===== config.mk =====
export PLATFORM = sky130hd
export DESIGN_NAME = hazard_ctrl
export DESIGN_NICKNAME = d
export VERILOG_FILES = /design/src/rtl/pipe_ctrl_pkg.sv /design/src/rtl/reg_scoreboard.sv /design/src/rtl/hazard_ctrl.sv
export SDC_FILE = /design/constraint.sdc
export NUM_CORES = 1
export LEC_CHECK = 0
export BUFFER_PORTS_ARGS = -buffer_cell sky130_fd_sc_hd__buf_4
export CAP_MARGIN = 5
export CORE_ASPECT_RATIO = 0.75
export CORE_UTILIZATION = 35
export DETAILED_ROUTE_END_ITERATION = 6
export PLACE_DENSITY = 0.63
export SKIP_CTS_REPAIR_TIMING = 1
export SLEW_MARGIN = 20
export SYNTH_ARGS = -nofsm -noshare
export SYNTH_HDL_FRONTEND = slang
export SYNTH_SLANG_ARGS = --single-unit
export TNS_END_PERCENT = 1

===== constraint.sdc =====
create_clock -name clk -period 3.2 [get_ports clk]
set_input_delay 0.16 -clock clk [delete_from_list [all_inputs] [get_ports clk]]
set_output_delay 0.16 -clock clk [all_outputs]
set_load 0.005 [all_outputs]

===== src/rtl/pipe_ctrl_pkg.sv =====
// rtl/pipe_ctrl_pkg.sv - shared types and defaults for the pipeline hazard controller
package pipe_ctrl_pkg;

    // Controller operating modes: normal issue, draining after halt, stopped
    typedef enum logic [1:0] {
        RUN    = 2'd0,
        DRAIN  = 2'd1,
        HALTED = 2'd2
    } state_t;

    localparam int NREG_DEFAULT         = 16;
    localparam int DRAIN_CYCLES_DEFAULT = 3;

    // Pending-write counter per register; saturates at CNT_MAX
    typedef logic [1:0] cnt_t;

    localparam cnt_t CNT_MAX  = 2'd3;
    localparam cnt_t CNT_ZERO = 2'd0;

endpackage


===== src/rtl/reg_scoreboard.sv =====
// rtl/reg_scoreboard.sv - per-register in-flight write counters with busy lookup
module reg_scoreboard
    import pipe_ctrl_pkg::*;
#(
    parameter int  NREG = NREG_DEFAULT,
    localparam int IW   = $clog2(NREG)
) (
    input  logic          clk,
    input  logic          rst,
    input  logic          issue,
    input  logic [IW-1:0] rd1,
    input  logic [IW-1:0] rd2,
    input  logic          we1,
    input  logic          we2,
    input  logic [IW-1:0] wb_rd1,
    input  logic [IW-1:0] wb_rd2,
    input  logic          wb_we1,
    input  logic          wb_we2,
    input  logic [IW-1:0] rs1,
    input  logic [IW-1:0] rs2,
    output logic          busy1,
    output logic          busy2,
    output logic          all_clear,
    output logic          sb_err
);

    cnt_t            cnt [NREG];
    logic [NREG-1:0] inc;
    logic [NREG-1:0] dec;

    // Decode issue and writeback into one-hot inc/dec masks; equal indices collapse to one event
    always_comb begin
        inc = '0;
        dec = '0;
        for (int i = 0; i < NREG; i++) begin
            inc[i] = issue & ((we1 & (rd1 == IW'(i))) | (we2 & (rd2 == IW'(i))));
            dec[i] = (wb_we1 & (wb_rd1 == IW'(i))) | (wb_we2 & (wb_rd2 == IW'(i)));
        end
    end

    // Counter update: simultaneous inc and dec cancel; saturating ends hold and raise the sticky error
    always_ff @(posedge clk) begin
        if (rst) begin
            for (int i = 0; i < NREG; i++) begin
                cnt[i] <= CNT_ZERO;
            end
            sb_err <= 1'b0;
        end else begin
            for (int i = 0; i < NREG; i++) begin
                case ({inc[i], dec[i]})
                    2'b10: begin
                        if (cnt[i] == CNT_MAX) begin
                            sb_err <= 1'b1;
                        end else begin
                            cnt[i] <= cnt[i] + 2'd1;
                        end
                    end
                    2'b01: begin
                        if (cnt[i] == CNT_ZERO) begin
                            sb_err <= 1'b1;
                        end else begin
                            cnt[i] <= cnt[i] - 2'd1;
                        end
                    end
                    default: begin
                    end
                endcase
            end
        end
    end

    // Busy lookup on registered counts; no writeback bypass into this cycle
    always_comb begin
        busy1     = (cnt[rs1] != CNT_ZERO);
        busy2     = (cnt[rs2] != CNT_ZERO);
        all_clear = 1'b1;
        for (int i = 0; i < NREG; i++) begin
            if (cnt[i] != CNT_ZERO) begin
                all_clear = 1'b0;
            end
        end
    end

endmodule


===== src/rtl/hazard_ctrl.sv =====
// rtl/hazard_ctrl.sv - RAW interlock, branch flush and halt drain control for a 5-stage pipe
module hazard_ctrl
    import pipe_ctrl_pkg::*;
#(
    parameter int  NREG         = NREG_DEFAULT,
    parameter int  DRAIN_CYCLES = DRAIN_CYCLES_DEFAULT,
    localparam int IW           = $clog2(NREG)
) (
    input  logic          clk,
    input  logic          rst,
    input  logic          id_valid,
    input  logic [IW-1:0] id_rs1,
    input  logic [IW-1:0] id_rs2,
    input  logic          id_use1,
    input  logic          id_use2,
    input  logic [IW-1:0] id_rd1,
    input  logic [IW-1:0] id_rd2,
    input  logic          id_we1,
    input  logic          id_we2,
    input  logic          id_halt,
    input  logic          ex_branch_taken,
    input  logic [IW-1:0] wb_rd1,
    input  logic [IW-1:0] wb_rd2,
    input  logic          wb_we1,
    input  logic          wb_we2,
    output logic          pc_we,
    output logic          ifid_we,
    output logic          ifid_flush,
    output logic          idex_bubble,
    output logic          stall,
    output logic          halted,
    output logic          sb_err
);

    localparam int        DW         = (DRAIN_CYCLES > 1) ? $clog2(DRAIN_CYCLES) : 1;
    localparam logic [DW-1:0] DRAIN_LAST = DW'(DRAIN_CYCLES - 1);

    state_t        state;
    logic [DW-1:0] drain_cnt;
    logic          busy1;
    logic          busy2;
    logic          all_clear;
    logic          hazard;
    logic          issue;
    logic          halt_issue;

    // A halt occupies an issue slot but never claims a destination register
    reg_scoreboard #(
        .NREG (NREG)
    ) u_sb (
        .clk       (clk),
        .rst       (rst),
        .issue     (issue),
        .rd1       (id_rd1),
        .rd2       (id_rd2),
        .we1       (id_we1 & ~id_halt),
        .we2       (id_we2 & ~id_halt),
        .wb_rd1    (wb_rd1),
        .wb_rd2    (wb_rd2),
        .wb_we1    (wb_we1),
        .wb_we2    (wb_we2),
        .rs1       (id_rs1),
        .rs2       (id_rs2),
        .busy1     (busy1),
        .busy2     (busy2),
        .all_clear (all_clear),
        .sb_err    (sb_err)
    );

    assign hazard     = id_valid & ((id_use1 & busy1) | (id_use2 & busy2));
    assign issue      = id_valid & ~idex_bubble;
    assign halt_issue = issue & id_halt;

    // Output decode: reset and non-RUN states freeze fetch and inject NOPs; in RUN a taken branch beats the interlock
    always_comb begin
        pc_we       = 1'b0;
        ifid_we     = 1'b0;
        ifid_flush  = 1'b1;
        idex_bubble = 1'b1;
        stall       = 1'b0;
        if (!rst) begin
            case (state)
                RUN: begin
                    if (ex_branch_taken) begin
                        pc_we       = 1'b1;
                        ifid_we     = 1'b1;
                        ifid_flush  = 1'b1;
                        idex_bubble = 1'b1;
                        stall       = 1'b0;
                    end else if (hazard) begin
                        pc_we       = 1'b0;
                        ifid_we     = 1'b0;
                        ifid_flush  = 1'b0;
                        idex_bubble = 1'b1;
                        stall       = 1'b1;
                    end else begin
                        pc_we       = 1'b1;
                        ifid_we     = 1'b1;
                        ifid_flush  = 1'b0;
                        idex_bubble = 1'b0;
                        stall       = 1'b0;
                    end
                end
                default: begin
                    stall = hazard;
                end
            endcase
        end
    end

    // Halt FSM: drain counter saturates at its last value until the scoreboard empties
    always_ff @(posedge clk) begin
        if (rst) begin
            state     <= RUN;
            drain_cnt <= '0;
            halted    <= 1'b0;
        end else begin
            halted <= (state == HALTED);
            case (state)
                RUN: begin
                    if (halt_issue) begin
                        state     <= DRAIN;
                        drain_cnt <= '0;
                    end
                end
                DRAIN: begin
                    if ((drain_cnt == DRAIN_LAST) && all_clear) begin
                        state <= HALTED;
                    end else if (drain_cnt != DRAIN_LAST) begin
                        drain_cnt <= drain_cnt + 1'b1;
                    end
                end
                HALTED: begin
                end
                default: begin
                    state <= RUN;
                end
            endcase
        end
    end

endmodule

# == Yosys cells after proc, flatten, opt, wreduce, memory -nomap -nowiden ==
# Memories as Yosys holds them, arrays and structs flattened.
# Index checks and enable logic that the tools add are counted.
# W data, S select, Z words.
# word_totals
register_bits,6
output_inout_bits,7
mem_count,1
mem_bits_rw,32
in_bits,35
word_cells,602
# classes
n_reduce_logical,43
bitwise,155
n_mux,250
n_addsub,33
eq_ne,116
# memory_table
memory,depth,word_bits,read_ports,rd_ports_with_merged_regs,wr,line,rtl
u_sb.cnt,16,2,18,0,16,reg_scoreboard.sv:27,cnt_t cnt [NREG];
# op_table
operator,count
$mux W1,195
$eq A4 B4 Y1 const B,32
$and A1 B1 Y1,87
$mux W2,37
$eq A2 B2 Y1 const B,34
$or A1 B1 Y1,65
$eq A4 B3 Y1 const B,16
$reduce_bool A2 Y1,19
$add A2 B1 Y2 const B,17
$eq A2 B1 Y1 const B,17
$logic_not A2 Y1,17
$eq A4 B2 Y1 const B,8
$pmux W1 S2,16
$sub A2 B1 Y2 const B,16
$eq A4 B1 Y1 const B,4
$logic_not A4 Y1,4
$ne A2 B2 Y1 const B,5
$pmux W2 S3,1
$pmux W2 S2,1
$reduce_and A4 Y1,1
$not A1 Y1,3
$reduce_and A3 Y1,1
$logic_and A1 B1 Y1,1

# == Logic depth before layout (Yosys ltp) ==
# An unclocked memory read counts as a cell.
# logic_depth
depth_word,47
depth_mapped,15
mapped_depth_nobuf,13

# == Modules after synthesis ==
# From an unflattened synthesis, not the netlist that was laid out.
# unflattened
hier_cells,492
area_unflattened_um2,4032.6
# modules_own_cells
mod,area_each_um2,cells_each,instances,seq_area_each_um2
reg_scoreboard,3716.1,456,1,980.9
hazard_ctrl,316.6,36,1,100.1

# == Worst setup path before layout ==
# No wires, ideal clock.
# synth_path
kind,register to register
from,memory u_sb.cnt[15][0] (netlist name)
to,register u_sb.sb_err
path_slack_ns,0.008
setup_time_ns,0.133
arrival_time_ns,3.059
t_required_ns,3.067
path_stages_with_launch,15
path_buffers,2
period_less_slack_ns,3.192
path_cell_list,edfxtp_1 -> buf_6 -> or2_0 -> mux4_2 -> o22ai_1 -> nor4b_2 -> nor4_4 -> buf_4 -> nand2_1 -> ha_1 -> nor3b_1 -> a21oi_1 -> o22ai_1 -> nor4_1 -> a31oi_1
# synth_rtl
item,line,rtl
from (decl),reg_scoreboard.sv:27,
to (signal assigned),reg_scoreboard.sv:47,sb_err <= 1'b0;
to (signal assigned),reg_scoreboard.sv:53,sb_err <= 1'b1;
to (signal assigned),reg_scoreboard.sv:60,sb_err <= 1'b1;
to (decl),reg_scoreboard.sv:24,output logic sb_err

==> flow_metrics.tcl <==
set metrics [dict create \
    avgSynthCellArea_sq_um 7.99 \
    status "finished, violations left" \
    wl_met2_microns 5500 \
    drt_iter0_drc 296 \
    place_ws_ps -193 \
    clock-sinks 38 \
    port_buffers 41 \
    synth_flop_cell "edfxtp_1" \
    io_pins 42 \
    vias 4135 \
    initial_core_util 0.361 \
    worstSkewPairLatency_ps 290 \
    hold_slack_ps 112 \
    intPower_w 0.00109 \
    postRouteAntennaNets 0 \
    critPathLaunchType "flop" \
    grt_pass1_wl_microns 18700 \
    rsz0062_at_grt "true" \
    numCtsBuffers 5 \
    cp-end-kind "flop" \
    design_area_sq_um 5360 \
    antenna_found_initial 0 \
    drt_pass1_iterations 7 \
    hpwlAfterDp_microns 9520 \
    finalCriticalPeriod_ps 3140 \
    rows 33 \
    power_switching_w 0.000474 \
    hp-class "in -> reg" \
    max_freq_mhz 318 \
    power_w 0.00157 \
    vias_per_cell 5.56 \
    ys_ff_latch 38 \
    tightest_slew_ps 572 \
    grt_max_degree 57 \
    setup_violations 0 \
    synth_area_sq_um 3970 \
    cp-startpoint "u_sb.cnt[3][0]$_SDFFCE_PN0P_" \
    wl_met3_microns 1030 \
    power_density_nw_per_um2 292 \
    path_max_fanout 7 \
    finClkSkew_ps 11.6 \
    wl_per_cell_microns 16.6 \
    hold_viol 0 \
    routed_wl_microns 12300 \
    routed.top_layer "met4" \
    cap_violations 0 \
    setup_ws_ps 57.2 \
    antenna-diode-count 0 \
    timing.final.max_slew_violations 0 \
    required_ps 3340 \
    drive_gt1_frac 0.301 \
    min_path_cells 2 \
    track_usage 0.204 \
    power_frac_comb 0.287 \
    r2r-start "u_sb.cnt[3][0]$_SDFFCE_PN0P_" \
    cts_max_level 2 \
    finalNetCount 673 \
    wl_met1_microns 5620 \
    root_buffer "clkbuf_16" \
    p_leak_nw 2.02 \
    crit_arrival_ps 3280 \
    ys_warn_count 0 \
    gp_congestion 0.901 \
    synth-edff-count 32 \
    cts_tree "built" \
    drc_errors 8 \
    p_seq_frac 0.374 \
    ys_seq_area_frac 0.272 \
    die_w_microns 125 \
    die_y_microns 94.2 \
    synth_fp_nets 567 \
    peakVddDrop_uv 192 \
    grt_overflow 0 \
    hp-start "id_halt" \
    dpl_cell_area_sq_um 4820 \
    path_clk_slew_ps 60 \
    grt_pass1_vias 3753 \
    fin_crit_sh 0.982 \
    rr_worst_depth 14 \
    fp.dieArea_sq_um 11800 \
    clockPowerShare 0.339 \
    async_reset_ff_frac 0 \
    worstSetupPathType "reg -> reg" \
    syn_inst 497 \
    syn_to_final_growth_pct 35.1 \
    synthDistinctLibCells 46 \
    core_area_sq_um 11000 \
    maxSlewHeadroom 0.619 \
    clk_path_buf_depth 2 \
    violations "DRC" \
    sw_frac_of_total 0.303 \
]
## routing by layer
metal | vias up | global-route usage
met5 | - | 0
li1 | 2021 | -
met3 | 18 | 0.0410
met1 | 1937 | 0.277
met2 | 159 | 0.332
met4 | 0 | 0.0457
## metrics by stage
stage	cells	util	setup TNS, ps
after floorplan	497	-	0
after global placement	723	0.438	-325
after detailed placement	723	0.438	-1850
after CTS	731	0.452	-2010
after global routing	744	0.488	-135
final	744	0.488	0
## Yosys cell counts, drive strengths merged (8+ instances only)
library cell,instances,area (sq um)
o21ai,8,40.0
inv,27,101
nand2b,19,119
or2,14,87.6
nor2b,13,81.3
nor2,49,184
edfxtp,32,961
nand2,43,161
o22ai,35,219
a21oi,51,255
nand3b,12,90.1
and2,16,100
clkbuf,11,41.3
o21bai,11,82.6
nor3b,10,75.1
ha,35,438
nor3,24,120
nand3,17,85.1
## worst max-delay path, cell delays in order (launching register included)
cell	delay (ps)
edfxtp_1	410
or2_4	290
mux4_2	490
o22ai_4	150
o2bb2ai_4	90
nor4_4	260
buf_6	180
buf_8	130
nand2_4	50
ha_4	160
nor3b_2	150
a21oi_1	140
o22ai_2	130
nor4_4	270
a31oi_1	100
## cell families after synthesis
family                     count (synthesis)  synth area share
xor gates and xnor gates                  13            0.0287
and+or+nand+nor                          232             0.310
adders and majority gates                 35             0.110
AOI/OAI and AO/OA                        127             0.195
DFF                                       38             0.272
buffers and inverters                     44            0.0511
muxes                                      8            0.0328
## layout make-up
| cell class | instances | area [sq um] |
|---|---|---|
| timing repair buffer | 116 | 907 |
| inverter | 27 | 101 |
| tap | 140 | 175 |
| sequential | 38 | 1080 |
| multi-input combinational | 415 | 2940 |
| clock buffer | 6 | 139 |
| clock inverter | 2 | 12.5 |
| fill | 1047 | 5620 |
## power by group through the flow
| stage | clock, W | combinational [W] | sequential [W] |
|---|---|---|---|
| 4_1_cts | 0.000540 | 0.000389 | 0.000584 |
| 6_report | 0.000531 | 0.000449 | 0.000586 |
| 5_1_grt | 0.000557 | 0.000487 | 0.000589 |
| 2_1_floorplan | 0 | 0.000207 | 0.000603 |
| 3_5_place_dp | 0 | 0.000387 | 0.000594 |
| 3_3_place_gp | 0 | 0.000378 | 0.000592 |
## flip-flops by register name, summed over array words and instances (netlist names)
| signal | count |
|---|---|
| drain_cnt | 2 |
| state | 2 |
| halted | 1 |
| u_sb.sb_err | 1 |
| u_sb.cnt | 32 |
## cells in the final DEF (no fill, tap or decap), types with 7 or more instances in the layout
cell / n
and2_1: 16
ha_1: 26
nor3b_1: 9
a21oi_1: 43
ha_2: 7
or2_2: 7
o22ai_1: 28
edfxtp_1: 32
nand2b_1: 19
nor3_1: 21
nand3b_1: 12
nor2_1: 45
a21oi_2: 8
xnor2_1: 7
buf_4: 111
nand2_1: 41
o21bai_1: 11
o21ai_0: 7
nand3_1: 17
inv_1: 26
nor2b_1: 12
## worst paths after layout
| check | endpoint | slack (ps) |
|---|---|---|
| max | u_sb.sb_err$_SDFF_PP0_ | 60 |
| min | drain_cnt[1]$_SDFFE_PP0P_ | 110 |
| max reg2reg | u_sb.sb_err$_SDFF_PP0_ | 60 |
| min reg2reg | drain_cnt[0]$_SDFFE_PP0P_ | 570 |
Note: power is estimated with default switching activity, not from simulation.
